===== src/rtl/seq_det_pkg.sv =====
// Shared types and default constants for the parameterised serial sequence detector.
package seq_det_pkg;

  typedef enum logic [1:0] {
    ST_DIS   = 2'd0,
    ST_FILL  = 2'd1,
    ST_ARMED = 2'd2
  } state_t;

  localparam int          DEFAULT_MAX_LEN = 8;
  localparam int          DEFAULT_CNT_W   = 8;
  localparam logic [31:0] DEFAULT_PATTERN = 32'h0000_0006;
  localparam int          DEFAULT_LEN     = 4;
  localparam bit          DEFAULT_OVERLAP = 1'b1;

  function automatic logic len_legal(input int len, input int max_len);
    return (len > 0) && (len <= max_len);
  endfunction

endpackage


===== src/rtl/seq_match_cmp.sv =====
// Combinational compare of the low len bits of history against pattern.
module seq_match_cmp #(
  parameter int MAX_LEN = 8
) (
  input  logic [MAX_LEN-1:0]             history,
  input  logic [MAX_LEN-1:0]             pattern,
  input  logic [$clog2(MAX_LEN+1)-1:0]   len,
  output logic                           eq
);

  localparam int LW = $clog2(MAX_LEN + 1);

  logic [MAX_LEN-1:0] mask;

  generate
    for (genvar gi = 0; gi < MAX_LEN; gi++) begin : g_mask
      assign mask[gi] = (len > LW'(gi));
    end
  endgenerate

  assign eq = ~|((history ^ pattern) & mask);

endmodule


===== src/rtl/seq_detector_param.sv =====
// Runtime-configurable serial pattern detector with overlap control and a
// saturating match counter.
module seq_detector_param
  import seq_det_pkg::*;
#(
  parameter int                 MAX_LEN     = DEFAULT_MAX_LEN,
  parameter int                 CNT_W       = DEFAULT_CNT_W,
  parameter logic [MAX_LEN-1:0] DEF_PATTERN = DEFAULT_PATTERN[MAX_LEN-1:0],
  parameter int                 DEF_LEN     = DEFAULT_LEN,
  parameter bit                 DEF_OVERLAP = DEFAULT_OVERLAP
) (
  input  logic                           clk,
  input  logic                           reset,
  input  logic                           x,
  input  logic                           x_valid,
  input  logic                           cfg_load,
  input  logic [MAX_LEN-1:0]             cfg_pattern,
  input  logic [$clog2(MAX_LEN+1)-1:0]   cfg_len,
  input  logic                           cfg_overlap,
  input  logic                           cnt_clr,
  output logic                           z,
  output logic [CNT_W-1:0]               match_count,
  output logic                           cfg_err
);

  localparam int LW = $clog2(MAX_LEN + 1);

  state_t             state_reg, state_next;
  logic [MAX_LEN-1:0] pattern_reg, pattern_next;
  logic [LW-1:0]      len_reg, len_next;
  logic               overlap_reg, overlap_next;
  logic [MAX_LEN-1:0] history_reg, history_next;
  logic [LW-1:0]      fill_reg, fill_next;
  logic               z_reg, z_next;
  logic [CNT_W-1:0]   count_reg, count_next;

  logic [MAX_LEN-1:0] shifted;
  logic [LW-1:0]      fill_adv;
  logic               cmp_eq;
  logic               match;
  logic               armed;

  assign shifted  = {history_reg[MAX_LEN-2:0], x};
  assign fill_adv = (fill_reg < len_reg) ? fill_reg + 1'b1 : fill_reg;

  seq_match_cmp #(
    .MAX_LEN (MAX_LEN)
  ) u_cmp (
    .history (shifted),
    .pattern (pattern_reg),
    .len     (len_reg),
    .eq      (cmp_eq)
  );

  always_ff @(posedge clk) begin
    if (reset) begin
      state_reg <= ST_FILL;
    end else begin
      state_reg <= state_next;
    end
  end

  always_ff @(posedge clk) begin
    if (reset) begin
      pattern_reg <= DEF_PATTERN;
      len_reg     <= LW'(DEF_LEN);
      overlap_reg <= DEF_OVERLAP;
      history_reg <= '0;
      fill_reg    <= '0;
      z_reg       <= 1'b0;
      count_reg   <= '0;
    end else begin
      pattern_reg <= pattern_next;
      len_reg     <= len_next;
      overlap_reg <= overlap_next;
      history_reg <= history_next;
      fill_reg    <= fill_next;
      z_reg       <= z_next;
      count_reg   <= count_next;
    end
  end

  always_comb begin
    state_next   = state_reg;
    pattern_next = pattern_reg;
    len_next     = len_reg;
    overlap_next = overlap_reg;
    history_next = history_reg;
    fill_next    = fill_reg;
    match        = 1'b0;

    if (cfg_load) begin
      // The x bit of a load cycle is dropped; the new pattern starts from empty history.
      pattern_next = cfg_pattern;
      len_next     = cfg_len;
      overlap_next = cfg_overlap;
      history_next = '0;
      fill_next    = '0;
      if (!len_legal(int'(cfg_len), MAX_LEN)) begin
        state_next = ST_DIS;
      end else if (cfg_len == LW'(1)) begin
        state_next = ST_ARMED;
      end else begin
        state_next = ST_FILL;
      end
    end else if (x_valid && (state_reg != ST_DIS)) begin
      history_next = shifted;
      match        = armed && cmp_eq;
      fill_next    = (match && !overlap_reg) ? '0 : fill_adv;
      state_next   = (fill_next >= len_reg - 1'b1) ? ST_ARMED : ST_FILL;
    end

    z_next = match;

    // A clear in the same cycle as a match wins; the match is not counted.
    count_next = count_reg;
    if (cnt_clr) begin
      count_next = '0;
    end else if (match && (count_reg != {CNT_W{1'b1}})) begin
      count_next = count_reg + 1'b1;
    end
  end

  always_comb begin
    cfg_err     = (state_reg == ST_DIS);
    armed       = (state_reg == ST_ARMED);
    z           = z_reg;
    match_count = count_reg;
  end

endmodule


===== config.mk =====
export PLATFORM = sky130hd
export DESIGN_NAME = seq_detector_param
export DESIGN_NICKNAME = d
export VERILOG_FILES = /design/src/rtl/seq_det_pkg.sv /design/src/rtl/seq_match_cmp.sv /design/src/rtl/seq_detector_param.sv
export SDC_FILE = /design/constraint.sdc
export NUM_CORES = 1
export LEC_CHECK = 0
export CAP_MARGIN = 20
export CORE_MARGIN = 8
export CORE_UTILIZATION = 51
export CTS_CLUSTER_DIAMETER = 80
export CTS_CLUSTER_SIZE = 14
export DETAILED_ROUTE_END_ITERATION = 16
export GPL_ROUTABILITY_DRIVEN = 1
export PLACE_DENSITY = 0.76
export SLEW_MARGIN = 25
export SYNTH_ARGS = -nofsm -noshare
export SYNTH_HDL_FRONTEND = slang
export SYNTH_SLANG_ARGS = --single-unit

===== constraint.sdc =====
create_clock -name clk -period 5.36 [get_ports clk]
set_input_delay 0.536 -clock clk [delete_from_list [all_inputs] [get_ports clk]]
set_output_delay 0.536 -clock clk [all_outputs]
set_load 0.1 [all_outputs]

==> results_dict.tcl, run 1 <==
set metrics [dict create \
    grt_pass1_vias 1657 \
    synth_top_cell_by_area "dfxtp_1" \
    vias 1699 \
    place_area_um2 2270 \
    dr.pass1.iters 4 \
    cp_top_family "simple AND/OR/NAND/NOR gates" \
    layout_setup_ws_ns 2.15 \
    route.detailed.drc 0 \
    cts_buffers 5 \
    p_per_area_nw_per_um2 230 \
    arrival_ns 3.34 \
    p_sw_mw 0.143 \
    stdcell_area_um2 2350 \
    ys_warn_count 0 \
    die_h_um 78.0 \
    rsz0062_at_grt "false" \
    fin_crit_sh 0.598 \
    place_ws_ns 1.84 \
    fp.coreArea_um2 3690 \
    critical_path_buf_inv_count 1 \
    crit_type "flip-flop to flip-flop" \
    synth_top_area_frac 0.358 \
    worstMarginPinSlew_ns 0.980 \
    intPower_mw 0.398 \
    antenna_found_initial 0 \
    overflow 0 \
    start_kind "flip-flop" \
    die_area_um2 6080 \
    endpoint_kind "flip-flop" \
    finish.utilization 0.638 \
    grt_first_pass_wirelength_um 7650 \
    dpl.hpwl_um 3190 \
    cts.sinks 35 \
    slowest_stage "nor4_2" \
    cp_cell_sequence "inv_1 -> ha_1 -> nor3b_2 -> o21ai_1 -> a211o_1 -> nor4_2 -> nand2b_1 -> ha_1 -> nand2b_1 -> a21oi_1 -> nor2b_1 -> o21ai_0 -> a21o_1 -> a211oi_1" \
    clk_pin_slew_ns 0.07 \
    postRouteAntennaNets 0 \
    antenna_cells 0 \
    irDropWorstVdd_uv 153 \
    async_reset_ff_frac 0 \
    leakagePower_nw 0.908 \
    total_power_mw 0.541 \
    synthToLayoutAreaGrowth_pct 20.1 \
    fin_setup_tns_ns 0 \
    vias_per_cell 5.55 \
    first_iter_violations 99 \
    yosys-top-cells-area "dfxtp_1, ha_1, mux2i_1" \
    synth_nets 260 \
    grt_max_degree 23 \
    setup_viol 0 \
    synth_cell_type_count 43 \
    relSlewSlack 0.345 \
    synth_ff_type "dfxtp_1" \
    clk_latency_ns 0.28 \
    yosysSeqAreaShare 0.358 \
    cts_hold_buf 0 \
    p_sw_frac 0.264 \
    portBuffers 28 \
    cts_resized 0 \
    finalWirelength_um 4380 \
    slowest_delay_ns 0.66 \
    cts_tree "built" \
    cp_max_fo 10 \
    timing.final.max_slew_violations 0 \
    grt_usage 0.150 \
    ioPinCount 29 \
    p_comb_frac 0.152 \
    routedWlPerCell_um 14.3 \
    syn-cell-area_um2 1960 \
    finClkSkew_ns 0.00614 \
    nets 288 \
    clockRootBuffer "clkbuf_8" \
    synth_edf_count 0 \
    fmax_ghz 0.312 \
    start_util 0.531 \
    report.final.hold_viol_count 0 \
    synth_area_per_cell_um2 8.55 \
    fill_cells 361 \
    fin_crit_ns 3.21 \
    yosysMostFrequentCell "dfxtp_1" \
    max_cap_viol_count 0 \
    cts_setup_buffers 0 \
    cp.required_ns 5.50 \
    ctsHtreeMaxLevel 2 \
    yosys-top-cells-count "dfxtp_1, nand2_1, nor2_1" \
    syn_inst 229 \
    cts_max_path_buffers 2 \
    p_seq_frac 0.514 \
    outcome "finished clean" \
    clock_power_share 0.334 \
    drive_gt1_frac 0.0659 \
    place.gp.congestion 0.806 \
    hp-class "flip-flop to flip-flop" \
    std_cell_rows 22 \
    synth-seq-cells 35 \
    die_x_um 78.0 \
]
## per-stage QoR
stage,hold WS [ns],cells
3_5_place_dp,0.464,298
6_report,0.477,306
4_1_cts,0.477,306
2_1_floorplan,0.449,229
5_1_grt,0.501,306
3_3_place_gp,0.465,298
## power groups by stage
stage,logic (mW),registers [mW],clock network [mW]
after floorplan,0.0576,0.279,0
after global placement,0.0801,0.284,0
after detailed placement,0.0818,0.284,0
after CTS,0.0827,0.278,0.188
after global routing,0.0916,0.279,0.203
final,0.0821,0.278,0.181
## logic make-up after synthesis
kind of cell / Yosys count / share of synthesized area
and+or+nand+nor: 97 / 0.256
xor gates and xnor gates: 16 / 0.0716
DFF: 35 / 0.358
adders and majority gates: 12 / 0.0767
AOI/OAI and AO/OA: 39 / 0.128
muxes: 15 / 0.0767
buffers and inverters: 15 / 0.0332
## worst register-to-register path: stages (launching register included)
cell and delay (ns):
dfxtp_1 0.39, inv_1 0.16, ha_1 0.18, nor3b_2 0.16
o21ai_1 0.08, a211o_1 0.33, nor4_2 0.66, nand2b_1 0.20
ha_1 0.22, nand2b_1 0.14, a21oi_1 0.14, nor2b_1 0.05
o21ai_0 0.14, a21o_1 0.16, a211oi_1 0.07
## final cells by class
type                            instances  area, um^2  area share
Multi-Input combinational cell        179        1190       0.507
Sequential cell                        35         701       0.298
Timing Repair Buffer                   30         295       0.126
Clock buffer                            7        76.3      0.0324
Tap cell                               48        60.1      0.0255
Inverter                                6        22.5     0.00957
Clock inverter                          1        5.00     0.00213
## layer usage
| layer | global-route usage | part of all wire | routed length [um] |
|---|---|---|---|
| met1 | 0.184 | 0.46 | 2030 |
| met3 | 0.0426 | 0.047 | 206 |
| met4 | 0.0444 | 0.0062 | 27 |
| met5 | 0 | 0 | 0 |
| met2 | 0.250 | 0.48 | 2120 |
## worst paths after layout
path	depth (start not counted)	to	start	slack, ns
worst max-delay path	14	state_reg[1]	len_reg[1]	2.15
worst min-delay path	2	history_reg[6]	history_reg[6]	0.48
worst max register to register	14	state_reg[1]	len_reg[1]	2.15
worst min register to register	2	history_reg[6]	history_reg[6]	0.48
## cells in the final DEF (no fill, tap or decap), drive strengths merged, types with 4 or more instances in the layout
| cell | n |
|---|---|
| a21oi | 15 |
| clkbuf | 7 |
| clkdlybuf4s50 | 28 |
| dfxtp | 35 |
| ha | 12 |
| inv | 6 |
| mux2i | 15 |
| nand2 | 30 |
| nand2b | 4 |
| nand3 | 7 |
| nand3b | 4 |
| nor2 | 21 |
| nor3 | 10 |
| o21ai | 7 |
| xnor2 | 13 |
Power figures use the tool's default switching activity.
==> run 2, diff against run 1 <==
Settings changed: CORE_UTILIZATION 51 to 48, PLACE_DENSITY 0.76 to 0.75.
Clock period 5.36 ns to 2.9 ns, I/O delays scaled along.
==> results_dict.tcl, run 2 (synthesized netlist as in run 1, its figures left out) <==
set metrics [dict create \
    clk_latency_ns 0.29 \
    p_per_area_nw_per_um2 460 \
    routedWlPerCell_um 14.3 \
    slowest_stage "dfxtp_1" \
    arrival_ns 2.81 \
    leakagePower_nw 0.985 \
    relSlewSlack 0.586 \
    outcome "finished clean" \
    whs_path_depth 2 \
    layout_setup_ws_ns 0.275 \
    setup_viol 0 \
    dr.pass1.iters 4 \
    r2r-start "len_reg[0]" \
    cts_max_path_buffers 2 \
    cp_top_family "compound AO/OA/AOI/OAI gates" \
    rsz0062_at_grt "false" \
    fin_crit_sh 0.905 \
    overflow 0 \
    finish.utilization 0.612 \
    fin_crit_ns 2.63 \
    drive_gt1_frac 0.139 \
    clockRootBuffer "clkbuf_8" \
    antenna_found_initial 0 \
    most-common-layout-cells "dfxtp_1, nand2_1, nor2_1, buf_4, clkdlybuf4s50_1" \
    first_iter_violations 62 \
    final_cells 316 \
    die_h_um 79.9 \
    hp-class "flip-flop to flip-flop" \
    r2r-end "state_reg[0]" \
    grt_usage 0.150 \
    die_x_um 79.9 \
    finalWirelength_um 4510 \
    endpoint_kind "flip-flop" \
    finClkSkew_ns 0.00558 \
    cp_max_fo 5 \
    fp.coreArea_um2 3970 \
    r2r_slack_ns 0.27 \
    cts.sinks 35 \
    max_cap_viol_count 0 \
    std_cell_rows 23 \
    clk_pin_slew_ns 0.07 \
    grt_max_degree 21 \
    ctsHtreeMaxLevel 2 \
    fmax_ghz 0.381 \
    synthToLayoutAreaGrowth_pct 24.1 \
    cp.required_ns 3.09 \
    route.detailed.drc 0 \
    postRouteAntennaNets 0 \
    grt_first_pass_wirelength_um 7740 \
    irDropWorstVdd_uv 267 \
    min_to "history_reg[6]" \
    cts_hold_buf 0 \
    vias 1744 \
    place_ws_ns -0.0232 \
    nets 296 \
    start_kind "flip-flop" \
    antenna_cells 0 \
    fill_cells 357 \
    portBuffers 28 \
    dpl.hpwl_um 3420 \
    slowest_delay_ns 0.40 \
    final_common_cell "dfxtp_1" \
    worstRegToRegCells 13 \
    worstMarginPinSlew_ns 0.620 \
    dpl.cell_count 308 \
    cts_tree "built" \
    timing.final.max_slew_violations 0 \
    min_from "history_reg[6]" \
    report.final.hold_viol_count 0 \
    start_util 0.493 \
    crit_type "flip-flop to flip-flop" \
    place.gp.congestion 0.779 \
    critical_path_buf_inv_count 1 \
    cp_cell_sequence "inv_1 -> ha_1 -> nand3b_1 -> a21oi_1 -> nor4_4 -> nand2b_1 -> ha_1 -> nand2b_1 -> a21oi_1 -> nor2b_1 -> o21ai_0 -> a21o_1 -> a211o_1" \
    vias_per_cell 5.52 \
    die_area_um2 6380 \
    ioPinCount 29 \
    cts_buffers 5 \
    grt_pass1_vias 1707 \
]
-- run 2: cell types whose count changed in the layout (fill, tap and decap cells not counted), sizes merged --
cell,previous run,this run
buf,2,20
clkdlybuf4s50,28,18
clkbuf,7,5
bufinv,0,1
clkinv,1,2
-- run 2: timing repair --
| action | 4_1_cts | 5_1_grt |
|---|---|---|
| setup buffers | 0 | 0 |
| endpoints found under the setup margin | 0 | 2 |
| gates resized for setup | 0 | 1 |
-- run 2: metrics by stage --
stage	power (mW)	instance area, um^2	setup TNS (ns)	hold WS (ns)
global placement	0.680	2310	0	0.462
global route	1.17	2430	0	0.509
finish	1.12	2430	0	0.473
floorplan	0.623	1960	0	0.367
detailed placement	0.684	2310	-0.0331	0.468
CTS	1.13	2420	0	0.477
-- run 2: final cells by class --
class,count,area [um^2],share of cell area
inverter,6,22.5,0.00927
sequential,35,701,0.288
clock inverter,3,43.8,0.0180
timing repair buffer,38,330,0.136
clock buffer,5,68.8,0.0283
tap,50,62.6,0.0257
multi-input combinational,179,1200,0.494
-- run 2: layer usage --
layer  wire length [um]  up-vias  part of all wire  global-route usage
li1                   -      877                 -                   -
met1               2060      826              0.46               0.174
met2               2150       31              0.48               0.253
met3                225       10             0.050              0.0495
met4                 67        0             0.015              0.0491
met5                  0        -                 0                   0
-- run 2: worst reg2reg max path, stage by stage (launching register included) --
cell and delay, ns:
dfxtp_1 0.40, inv_1 0.11, ha_1 0.19, nand3b_1 0.14, a21oi_1 0.39, nor4_4 0.08, nand2b_1 0.16, ha_1 0.26
nand2b_1 0.09, a21oi_1 0.06, nor2b_1 0.10, o21ai_0 0.08, a21o_1 0.17, a211o_1 0.28
-- run 2: how the worst max path moves through the flow --
| stage | startpoint | to | slack [ns] | depth (start not counted) |
|---|---|---|---|---|
| 6_report | len_reg[0] | state_reg[0] | 0.27 | 13 |
| 5_1_grt | len_reg[1] | state_reg[1] | 0.009 | 14 |
| 3_3_place_gp | x | state_reg[1] | 0.04 | 13 |
| 4_1_cts | len_reg[1] | state_reg[1] | 0.15 | 14 |
| 2_1_floorplan | len_reg[1] | state_reg[0] | 0.11 | 13 |
| 3_5_place_dp | x | state_reg[1] | -0.02 | 13 |
-- run 2: report_power, final --
group	total (mW)	internal, mW	switching [mW]	leakage, nW
Clock	0.445	0.256	0.189	0.0581
Sequential	0.507	0.495	0.0123	0.285
Combinational	0.166	0.0779	0.0880	0.641
